### config.mk
export PLATFORM = sky130hd
export DESIGN_NAME = core_ctrl_fsm_flat
export DESIGN_NICKNAME = d
export VERILOG_FILES = /design/src/rtl/core_ctrl_pkg.sv /design/src/rtl/control_signals_if.sv /design/src/rtl/ctrl_decode.sv /design/src/rtl/core_ctrl_fsm.sv /design/src/flat_wrapper.sv
export SDC_FILE = /design/constraint.sdc
export NUM_CORES = 1
export LEC_CHECK = 0
export BUFFER_PORTS_ARGS = -buffer_cell sky130_fd_sc_hd__buf_2
export CAP_MARGIN = 25
export CORE_MARGIN = 4
export CORE_UTILIZATION = 35
export DETAILED_ROUTE_END_ITERATION = 7
export SLEW_MARGIN = 10
export SYNTH_ARGS = -nofsm -noshare
export SYNTH_HDL_FRONTEND = slang
export SYNTH_HIERARCHICAL = 1
export SYNTH_SLANG_ARGS = --single-unit
export TNS_END_PERCENT = 50
### constraint.sdc
create_clock -name clk -period 1.3 [get_ports clk]
set_input_delay 0.13 -clock clk [delete_from_list [all_inputs] [get_ports clk]]
set_output_delay 0.13 -clock clk [all_outputs]
set_load 0.05 [all_outputs]
### src/rtl/core_ctrl_pkg.sv
// Shared encodings for the RV32I control sequencer and the datapath muxes it steers.
// ISA header fallbacks so the slice elaborates stand-alone.
`ifndef ISA__OPCODE_WIDTH
`define ISA__OPCODE_WIDTH 7
`endif
`ifndef ISA__FUNCT3_WIDTH
`define ISA__FUNCT3_WIDTH 3
`endif
`ifndef ISA__OPCODE_LOAD
`define ISA__OPCODE_LOAD     7'b0000011
`define ISA__OPCODE_MISC_MEM 7'b0001111
`define ISA__OPCODE_OP_IMM   7'b0010011
`define ISA__OPCODE_AUIPC    7'b0010111
`define ISA__OPCODE_STORE    7'b0100011
`define ISA__OPCODE_OP       7'b0110011
`define ISA__OPCODE_LUI      7'b0110111
`define ISA__OPCODE_BRANCH   7'b1100011
`define ISA__OPCODE_JALR     7'b1100111
`define ISA__OPCODE_JAL      7'b1101111
`define ISA__OPCODE_SYSTEM   7'b1110011
`endif

package core_ctrl_pkg;

    localparam int unsigned OPCODE_W = `ISA__OPCODE_WIDTH;
    localparam int unsigned F3_W     = `ISA__FUNCT3_WIDTH;
    localparam int unsigned SEL_W    = 2;
    localparam int unsigned CAUSE_W  = 3;

    localparam logic [OPCODE_W-1:0] OPC_LOAD     = `ISA__OPCODE_LOAD;
    localparam logic [OPCODE_W-1:0] OPC_MISC_MEM = `ISA__OPCODE_MISC_MEM;
    localparam logic [OPCODE_W-1:0] OPC_OP_IMM   = `ISA__OPCODE_OP_IMM;
    localparam logic [OPCODE_W-1:0] OPC_AUIPC    = `ISA__OPCODE_AUIPC;
    localparam logic [OPCODE_W-1:0] OPC_STORE    = `ISA__OPCODE_STORE;
    localparam logic [OPCODE_W-1:0] OPC_OP       = `ISA__OPCODE_OP;
    localparam logic [OPCODE_W-1:0] OPC_LUI      = `ISA__OPCODE_LUI;
    localparam logic [OPCODE_W-1:0] OPC_BRANCH   = `ISA__OPCODE_BRANCH;
    localparam logic [OPCODE_W-1:0] OPC_JALR     = `ISA__OPCODE_JALR;
    localparam logic [OPCODE_W-1:0] OPC_JAL      = `ISA__OPCODE_JAL;
    localparam logic [OPCODE_W-1:0] OPC_SYSTEM   = `ISA__OPCODE_SYSTEM;

    typedef enum logic [2:0] {
        ST_BOOT   = 3'd0,
        ST_FETCH  = 3'd1,
        ST_DECODE = 3'd2,
        ST_EXEC   = 3'd3,
        ST_MEM_RD = 3'd4,
        ST_MEM_WR = 3'd5,
        ST_PC_INC = 3'd6,
        ST_HALTED = 3'd7
    } state_e;

    typedef enum logic [SEL_W-1:0] {
        RD_SEL_ALU = 2'd0,
        RD_SEL_MEM = 2'd1,
        RD_SEL_PC4 = 2'd2,
        RD_SEL_CSR = 2'd3
    } rd_sel_e;

    typedef enum logic [SEL_W-1:0] {
        INSEL1_RS1  = 2'd0,
        INSEL1_PC   = 2'd1,
        INSEL1_ZERO = 2'd2
    } insel1_e;

    typedef enum logic [SEL_W-1:0] {
        INSEL2_RS2  = 2'd0,
        INSEL2_IMM  = 2'd1,
        INSEL2_FOUR = 2'd2
    } insel2_e;

    typedef enum logic [CAUSE_W-1:0] {
        CAUSE_NONE     = 3'd0,
        CAUSE_HALT_REQ = 3'd1,
        CAUSE_EBREAK   = 3'd2,
        CAUSE_STEP     = 3'd3,
        CAUSE_ILLEGAL  = 3'd4
    } halt_cause_e;

    // SYSTEM is split by funct3 into CSR access and environment call/break.
    typedef enum logic [3:0] {
        CLS_OP      = 4'd0,
        CLS_OP_IMM  = 4'd1,
        CLS_LUI     = 4'd2,
        CLS_AUIPC   = 4'd3,
        CLS_LOAD    = 4'd4,
        CLS_STORE   = 4'd5,
        CLS_BRANCH  = 4'd6,
        CLS_JAL     = 4'd7,
        CLS_JALR    = 4'd8,
        CLS_CSR     = 4'd9,
        CLS_ENV     = 4'd10,
        CLS_FENCE   = 4'd11,
        CLS_ILLEGAL = 4'd12
    } instr_class_e;

endpackage

### src/rtl/control_signals_if.sv
// Core control bundle: IR fields and memory completions in, datapath strobes and selects out.
interface control_signals_if;
    import core_ctrl_pkg::*;

    logic [OPCODE_W-1:0] opcode;
    logic [F3_W-1:0]     f3;
    logic                mem_complete_read;
    logic                mem_complete_write;

    logic                store;
    logic                write_pc;
    logic                write_ir;
    logic                write_rd;
    logic                write_csr;
    logic                mem_read;
    logic                mem_write;
    logic                addr_sel;
    rd_sel_e             rd_sel;
    insel1_e             alu_insel1;
    insel2_e             alu_insel2;
    logic                halted;
    halt_cause_e         halt_cause;

    modport master (
        input  opcode, f3, mem_complete_read, mem_complete_write,
        output store, write_pc, write_ir, write_rd, write_csr,
        output mem_read, mem_write, addr_sel, rd_sel, alu_insel1, alu_insel2,
        output halted, halt_cause
    );

    modport slave (
        output opcode, f3, mem_complete_read, mem_complete_write,
        input  store, write_pc, write_ir, write_rd, write_csr,
        input  mem_read, mem_write, addr_sel, rd_sel, alu_insel1, alu_insel2,
        input  halted, halt_cause
    );

endinterface

### src/rtl/ctrl_decode.sv
// Combinational opcode/funct3 classifier feeding the control sequencer.
module ctrl_decode
    import core_ctrl_pkg::*;
(
    input  logic [OPCODE_W-1:0] i_opcode,
    input  logic [F3_W-1:0]     i_f3,
    output instr_class_e        o_cls
);

    always_comb begin
        o_cls = CLS_ILLEGAL;
        case (i_opcode)
            OPC_OP:       o_cls = CLS_OP;
            OPC_OP_IMM:   o_cls = CLS_OP_IMM;
            OPC_LUI:      o_cls = CLS_LUI;
            OPC_AUIPC:    o_cls = CLS_AUIPC;
            OPC_LOAD:     o_cls = CLS_LOAD;
            OPC_STORE:    o_cls = CLS_STORE;
            OPC_BRANCH:   o_cls = CLS_BRANCH;
            OPC_JAL:      o_cls = CLS_JAL;
            OPC_JALR:     o_cls = CLS_JALR;
            OPC_MISC_MEM: o_cls = CLS_FENCE;
            OPC_SYSTEM:   o_cls = (i_f3 == F3_W'(0)) ? CLS_ENV : CLS_CSR;
            default:      o_cls = CLS_ILLEGAL;
        endcase
    end

endmodule

### src/rtl/core_ctrl_fsm.sv
// Multi-cycle RV32I control sequencer with memory handshake and debug halt/resume/step.
module core_ctrl_fsm
    import core_ctrl_pkg::*;
(
    input  logic              clk,
    input  logic              rst_n,
    input  logic              branch_taken,
    input  logic              halt_req,
    input  logic              resume_req,
    input  logic              step_req,
    control_signals_if.master ctrl
);

    state_e       r_state;
    state_e       w_state_nxt;
    instr_class_e r_cls;
    instr_class_e w_cls;
    instr_class_e w_cls_nxt;
    halt_cause_e  r_cause;
    halt_cause_e  w_cause_nxt;
    logic         r_step_pend;
    logic         w_step_pend_nxt;
    logic         w_instr_end;
    logic         w_cmpl_rd;
    logic         w_cmpl_wr;

    ctrl_decode u_decode (
        .i_opcode (ctrl.opcode),
        .i_f3     (ctrl.f3),
        .o_cls    (w_cls)
    );

    // Completions seen while reset is asserted must not fire Mealy strobes.
    assign w_cmpl_rd = ctrl.mem_complete_read  & rst_n;
    assign w_cmpl_wr = ctrl.mem_complete_write & rst_n;

    always_ff @(posedge clk) begin
        if (!rst_n) begin
            r_state     <= ST_BOOT;
            r_cls       <= CLS_ILLEGAL;
            r_cause     <= CAUSE_NONE;
            r_step_pend <= 1'b0;
        end else begin
            r_state     <= w_state_nxt;
            r_cls       <= w_cls_nxt;
            r_cause     <= w_cause_nxt;
            r_step_pend <= w_step_pend_nxt;
        end
    end

    always_comb begin
        w_state_nxt     = r_state;
        w_cls_nxt       = r_cls;
        w_cause_nxt     = r_cause;
        w_step_pend_nxt = r_step_pend;
        w_instr_end     = 1'b0;
        ctrl.store      = 1'b0;
        ctrl.write_pc   = 1'b0;
        ctrl.write_ir   = 1'b0;
        ctrl.write_rd   = 1'b0;
        ctrl.write_csr  = 1'b0;
        ctrl.mem_read   = 1'b0;
        ctrl.mem_write  = 1'b0;
        ctrl.addr_sel   = 1'b0;
        ctrl.rd_sel     = RD_SEL_ALU;
        ctrl.alu_insel1 = INSEL1_RS1;
        ctrl.alu_insel2 = INSEL2_RS2;
        ctrl.halted     = 1'b0;
        ctrl.halt_cause = r_cause;

        case (r_state)
            ST_BOOT: begin
                if (halt_req) begin
                    w_state_nxt = ST_HALTED;
                    w_cause_nxt = CAUSE_HALT_REQ;
                end else begin
                    w_state_nxt = ST_FETCH;
                end
            end

            ST_FETCH: begin
                ctrl.mem_read = 1'b1;
                if (w_cmpl_rd) begin
                    ctrl.write_ir = 1'b1;
                    w_state_nxt   = ST_DECODE;
                end
            end

            ST_DECODE: begin
                w_cls_nxt   = w_cls;
                w_state_nxt = ST_EXEC;
            end

            ST_EXEC: begin
                case (r_cls)
                    CLS_OP, CLS_OP_IMM: begin
                        ctrl.write_rd   = 1'b1;
                        ctrl.alu_insel2 = (r_cls == CLS_OP) ? INSEL2_RS2 : INSEL2_IMM;
                        w_state_nxt     = ST_PC_INC;
                    end
                    CLS_LUI, CLS_AUIPC: begin
                        ctrl.write_rd   = 1'b1;
                        ctrl.alu_insel1 = (r_cls == CLS_LUI) ? INSEL1_ZERO : INSEL1_PC;
                        ctrl.alu_insel2 = INSEL2_IMM;
                        w_state_nxt     = ST_PC_INC;
                    end
                    CLS_LOAD, CLS_STORE: begin
                        ctrl.store      = 1'b1;
                        ctrl.alu_insel2 = INSEL2_IMM;
                        w_state_nxt     = (r_cls == CLS_LOAD) ? ST_MEM_RD : ST_MEM_WR;
                    end
                    CLS_BRANCH: begin
                        if (branch_taken) begin
                            ctrl.write_pc   = 1'b1;
                            ctrl.alu_insel1 = INSEL1_PC;
                            ctrl.alu_insel2 = INSEL2_IMM;
                            w_instr_end     = 1'b1;
                        end else begin
                            w_state_nxt = ST_PC_INC;
                        end
                    end
                    CLS_JAL, CLS_JALR: begin
                        ctrl.write_pc   = 1'b1;
                        ctrl.write_rd   = 1'b1;
                        ctrl.rd_sel     = RD_SEL_PC4;
                        ctrl.alu_insel1 = (r_cls == CLS_JAL) ? INSEL1_PC : INSEL1_RS1;
                        ctrl.alu_insel2 = INSEL2_IMM;
                        w_instr_end     = 1'b1;
                    end
                    CLS_CSR: begin
                        ctrl.write_csr = 1'b1;
                        ctrl.write_rd  = 1'b1;
                        ctrl.rd_sel    = RD_SEL_CSR;
                        w_state_nxt    = ST_PC_INC;
                    end
                    CLS_ENV: begin
                        w_state_nxt = ST_HALTED;
                        w_cause_nxt = CAUSE_EBREAK;
                    end
                    CLS_FENCE: begin
                        w_state_nxt = ST_PC_INC;
                    end
                    default: begin
                        w_state_nxt = ST_HALTED;
                        w_cause_nxt = CAUSE_ILLEGAL;
                    end
                endcase
            end

            ST_MEM_RD: begin
                ctrl.mem_read = 1'b1;
                ctrl.addr_sel = 1'b1;
                if (w_cmpl_rd) begin
                    ctrl.write_rd = 1'b1;
                    ctrl.rd_sel   = RD_SEL_MEM;
                    w_state_nxt   = ST_PC_INC;
                end
            end

            ST_MEM_WR: begin
                ctrl.mem_write = 1'b1;
                ctrl.addr_sel  = 1'b1;
                if (w_cmpl_wr) begin
                    w_state_nxt = ST_PC_INC;
                end
            end

            ST_PC_INC: begin
                ctrl.write_pc   = 1'b1;
                ctrl.alu_insel1 = INSEL1_PC;
                ctrl.alu_insel2 = INSEL2_FOUR;
                w_instr_end     = 1'b1;
            end

            ST_HALTED: begin
                ctrl.halted = 1'b1;
                if (resume_req) begin
                    w_state_nxt     = ST_FETCH;
                    w_cause_nxt     = CAUSE_NONE;
                    w_step_pend_nxt = step_req;
                end
            end

            default: begin
                w_state_nxt = ST_BOOT;
            end
        endcase

        // Debug requests are only honoured between instructions; halt_req outranks a pending step.
        if (w_instr_end) begin
            w_step_pend_nxt = 1'b0;
            if (halt_req) begin
                w_state_nxt = ST_HALTED;
                w_cause_nxt = CAUSE_HALT_REQ;
            end else if (r_step_pend) begin
                w_state_nxt = ST_HALTED;
                w_cause_nxt = CAUSE_STEP;
            end else begin
                w_state_nxt = ST_FETCH;
            end
        end
    end

endmodule
### src/flat_wrapper.sv
// flat-port wrapper written by rule: the top's interface ports become plain ports
module core_ctrl_fsm_flat import core_ctrl_pkg::*;
  (clk, rst_n, branch_taken, halt_req, resume_req, step_req, ctrl_opcode, ctrl_f3, ctrl_mem_complete_read, ctrl_mem_complete_write, ctrl_store, ctrl_write_pc, ctrl_write_ir, ctrl_write_rd, ctrl_write_csr, ctrl_mem_read, ctrl_mem_write, ctrl_addr_sel, ctrl_rd_sel, ctrl_alu_insel1, ctrl_alu_insel2, ctrl_halted, ctrl_halt_cause);
  control_signals_if ctrl_i ();
  input  logic clk;
  input  logic rst_n;
  input  logic branch_taken;
  input  logic halt_req;
  input  logic resume_req;
  input  logic step_req;
  input wire logic [$bits(ctrl_i.opcode)-1:0] ctrl_opcode;
  input wire logic [$bits(ctrl_i.f3)-1:0] ctrl_f3;
  input wire logic [$bits(ctrl_i.mem_complete_read)-1:0] ctrl_mem_complete_read;
  input wire logic [$bits(ctrl_i.mem_complete_write)-1:0] ctrl_mem_complete_write;
  output wire logic [$bits(ctrl_i.store)-1:0] ctrl_store;
  output wire logic [$bits(ctrl_i.write_pc)-1:0] ctrl_write_pc;
  output wire logic [$bits(ctrl_i.write_ir)-1:0] ctrl_write_ir;
  output wire logic [$bits(ctrl_i.write_rd)-1:0] ctrl_write_rd;
  output wire logic [$bits(ctrl_i.write_csr)-1:0] ctrl_write_csr;
  output wire logic [$bits(ctrl_i.mem_read)-1:0] ctrl_mem_read;
  output wire logic [$bits(ctrl_i.mem_write)-1:0] ctrl_mem_write;
  output wire logic [$bits(ctrl_i.addr_sel)-1:0] ctrl_addr_sel;
  output wire logic [$bits(ctrl_i.rd_sel)-1:0] ctrl_rd_sel;
  output wire logic [$bits(ctrl_i.alu_insel1)-1:0] ctrl_alu_insel1;
  output wire logic [$bits(ctrl_i.alu_insel2)-1:0] ctrl_alu_insel2;
  output wire logic [$bits(ctrl_i.halted)-1:0] ctrl_halted;
  output wire logic [$bits(ctrl_i.halt_cause)-1:0] ctrl_halt_cause;
  assign ctrl_i.opcode = ctrl_opcode;
  assign ctrl_i.f3 = ctrl_f3;
  assign ctrl_i.mem_complete_read = ctrl_mem_complete_read;
  assign ctrl_i.mem_complete_write = ctrl_mem_complete_write;
  assign ctrl_store = ctrl_i.store;
  assign ctrl_write_pc = ctrl_i.write_pc;
  assign ctrl_write_ir = ctrl_i.write_ir;
  assign ctrl_write_rd = ctrl_i.write_rd;
  assign ctrl_write_csr = ctrl_i.write_csr;
  assign ctrl_mem_read = ctrl_i.mem_read;
  assign ctrl_mem_write = ctrl_i.mem_write;
  assign ctrl_addr_sel = ctrl_i.addr_sel;
  assign ctrl_rd_sel = ctrl_i.rd_sel;
  assign ctrl_alu_insel1 = ctrl_i.alu_insel1;
  assign ctrl_alu_insel2 = ctrl_i.alu_insel2;
  assign ctrl_halted = ctrl_i.halted;
  assign ctrl_halt_cause = ctrl_i.halt_cause;
  core_ctrl_fsm u_core (.clk(clk), .rst_n(rst_n), .branch_taken(branch_taken), .halt_req(halt_req), .resume_req(resume_req), .step_req(step_req), .ctrl(ctrl_i));
endmodule
==> results.py <==
metrics = {
    "detailed_routing": {
        "num_vias": 1532,
        "drc": 0,
        "wl_per_cell_um": 15.0,
        "drt-total-wl_um": 4230,
        "dr.pass1.iters": 4,
        "antenna_left": 0,
        "via_per_inst": 5.43,
        "drt_first_iter_violations": 93,
    },
    "yosys": {
        "synth_largest_type_area_fraction_pct": 19.8,
        "synth_area_per_cell_um2": 7.12,
        "yosys_register_bits": 11,
        "netlist_area_um2": 1110,
        "yosys_warnings": 6,
        "seq_area_frac_synth_pct": 19.8,
        "synth.area.top_cells": "dfxtp_1, nand2_1, a21oi_1, nand2b_1, inv_1",
        "yosys.area.top_type": "dfxtp_1",
        "async_flop_share_pct": 0,
        "syn_inst": 156,
        "syn_nets": 174,
        "yosys.cell_types.count": 53,
        "synth_edf_count": 0,
        "synth_ff_type": "dfxtp_1",
    },
    "die": {
        "core_area_um2": 3050,
        "io_pins": 36,
        "die_area_um2": 4140,
        "die_x_um": 64.3,
        "rows": 20,
        "start_util_pct": 36.4,
        "die_h_um": 64.3,
    },
    "setup_path": {
        "endpoint_kind": "primary output",
        "startpoint_type": "flip-flop",
        "worstPathArrival_ns": 1.59,
        "required_ns": 1.17,
        "path_class": "reg2out",
        "cp_max_fo": 3,
    },
    "cells_and_area": {
        "antennaDiodeCount": 0,
        "layout-drive-gt1-share_pct": 59.7,
        "layout.nets": 257,
        "seqCellArea_um2": 234,
        "layout_common_cells": "buf_4, buf_2, nand2_1",
        "fillCellCount": 228,
        "synthToLayoutAreaGrowth_pct": 95.6,
        "multi_input_area_um2": 1020,
        "final_common_cell": "buf_4",
        "design_area_um2": 2170,
    },
    "cts": {
        "cts_max_path_buffers": 2,
        "numCtsBuffers": 3,
        "cts_tree": "done",
        "cts_sinks": 11,
        "clk_latency_ns": 0.29,
        "cts_root_buffer": "clkbuf_4",
        "htree_levels": 1,
        "path_clk_slew_ns": 0.08,
    },
    "place": {
        "placed_cell_area_um2": 1650,
        "gp_congestion": 0.882,
        "port_buffers": 35,
        "place_ws_ns": -0.252,
        "dp_hpwl_um": 2860,
    },
    "pwr": {
        "p_per_area_nw_per_um2": 1810,
        "cellLeakagePower_nw": 0.937,
        "irDropWorstVdd_v": 0.00107,
    },
    "run_status": {
        "violations": "setup timing",
        "status": "finished, violations left",
    },
    "sta": {
        "finalHoldViolCount": 0,
        "period_share_pct": 132,
        "setup_viol": 22,
        "fmax_mhz": 582,
        "fin_crit_ns": 1.72,
        "setup_ws_ns": -0.419,
        "skew_ns": 0.0137,
        "worst_pin_slew_ns": 0.302,
        "relSlewSlack_pct": 79.8,
        "tns_ns": -4.96,
        "slew_violations": 0,
        "rsz0062_at_grt": "true",
    },
    "grt": {
        "grt_use_total_pct": 20.5,
        "grt_pass1_wl_um": 6730,
        "grt_max_degree": 14,
        "grt_pass1_vias": 1434,
        "overflow": 0,
        "grt_antenna_before_repair": 0,
    },
    "flow_run": {
        "maxCapViolCount": 0,
    },
    "worst_hold_path": {
        "hp-class": "in2reg",
    },
}
[sequential cells by signal (all words and copies together) (netlist names)]
name	count
u_core/ctrl.halt_cause	3
u_core/r_step_pend	1
u_core/r_cls	4
u_core/r_state	3
[kinds of logic after synthesis]
family | synth area share, %
compound gates | 36.9
xor+xnor | 0.788
buf+inv | 8.00
flops | 19.8
mux | 0.901
simple gates | 33.6
[critical path, cell delays in order (launching register included)]
cell	delay, ns
dfxtp_2	0.33
or4b_4	0.53
o211ai_2	0.12
o21ai_2	0.12
inv_4	0.07
buf_8	0.14
[path summary, 6_finish.rpt]
path	startpoint	end	slack (ns)	cells past startpoint
worst min-delay path	halt_req	u_core/ctrl.halt_cause[1]$_SDFF_PN0_	0.13	2
worst max register to register	u_core/r_cls[1]$_SDFFE_PN0P_	u_core/r_state[0]$_SDFFE_PN0P_	-0.28	6
worst min register to register	u_core/r_step_pend$_SDFFE_PP0P_	u_core/ctrl.halt_cause[1]$_SDFF_PN0_	0.61	2
worst max-delay path	u_core/r_cls[1]$_SDFFE_PN0P_	ctrl_write_pc	-0.42	5
[per-stage QoR]
step | hold WS (ns) | util [%] | power (W) | cells
2_1_floorplan | 0.225 | - | 0.00195 | 156
5_1_grt | 0.158 | 71.2 | 0.00417 | 282
4_1_cts | 0.126 | 66.7 | 0.00364 | 275
3_3_place_gp | 0.418 | 54.0 | 0.00266 | 258
6_report | 0.133 | 71.2 | 0.00394 | 282
3_5_place_dp | 0.417 | 54.0 | 0.00271 | 258
[power breakdown]
group          switching (W)  internal (W)
combinational        0.00155       0.00155
sequential          0.000128      0.000459
clock               0.000131      0.000119
[synth_stat cells (all sizes together), types with 2 or more instances]
| cell | count |
|---|---|
| nand2 | 19 |
| clkbuf | 7 |
| nor2 | 10 |
| o21ai | 5 |
| or3 | 2 |
| o21a | 2 |
| dfxtp | 11 |
| nor3 | 5 |
| a31oi | 4 |
| o31ai | 2 |
| o221ai | 2 |
| nand2b | 8 |
| buf | 5 |
| o211ai | 4 |
| and3 | 2 |
| nand3b | 4 |
| nand3 | 6 |
| inv | 10 |
| and3b | 2 |
| a2bb2oi | 3 |
| a21oi | 12 |
| a221oi | 3 |
| nor2b | 5 |
| a32oi | 2 |
[repair_timing]
item                                    CTS  global route
resized for setup                        64            23
pin swaps                                 5            10
gates cloned                              0             1
endpoints found under the setup margin   22            26
hold buffers                              0             0
setup buffers                            13             7
[layout make-up]
cell class	count	share of cell area [%]
clock buffers	4	1.21
inverters	10	2.13
multi-input cells	123	47.2
flip-flops and latches	11	10.8
well taps	44	2.53
repair buffers	90	36.2
[per-layer routing]
| layer | global-route usage, % | part of all wire (%) | up-vias |
|---|---|---|---|
| met3 | 2.11 | 4.9 | 9 |
| li1 | - | - | 745 |
| met2 | 36.1 | 53 | 54 |
| met4 | 8.97 | 2.3 | 0 |
| met1 | 24.9 | 40 | 724 |
| met5 | 0 | 0 | - |
Note: power is estimated with default switching activity, not from simulation.
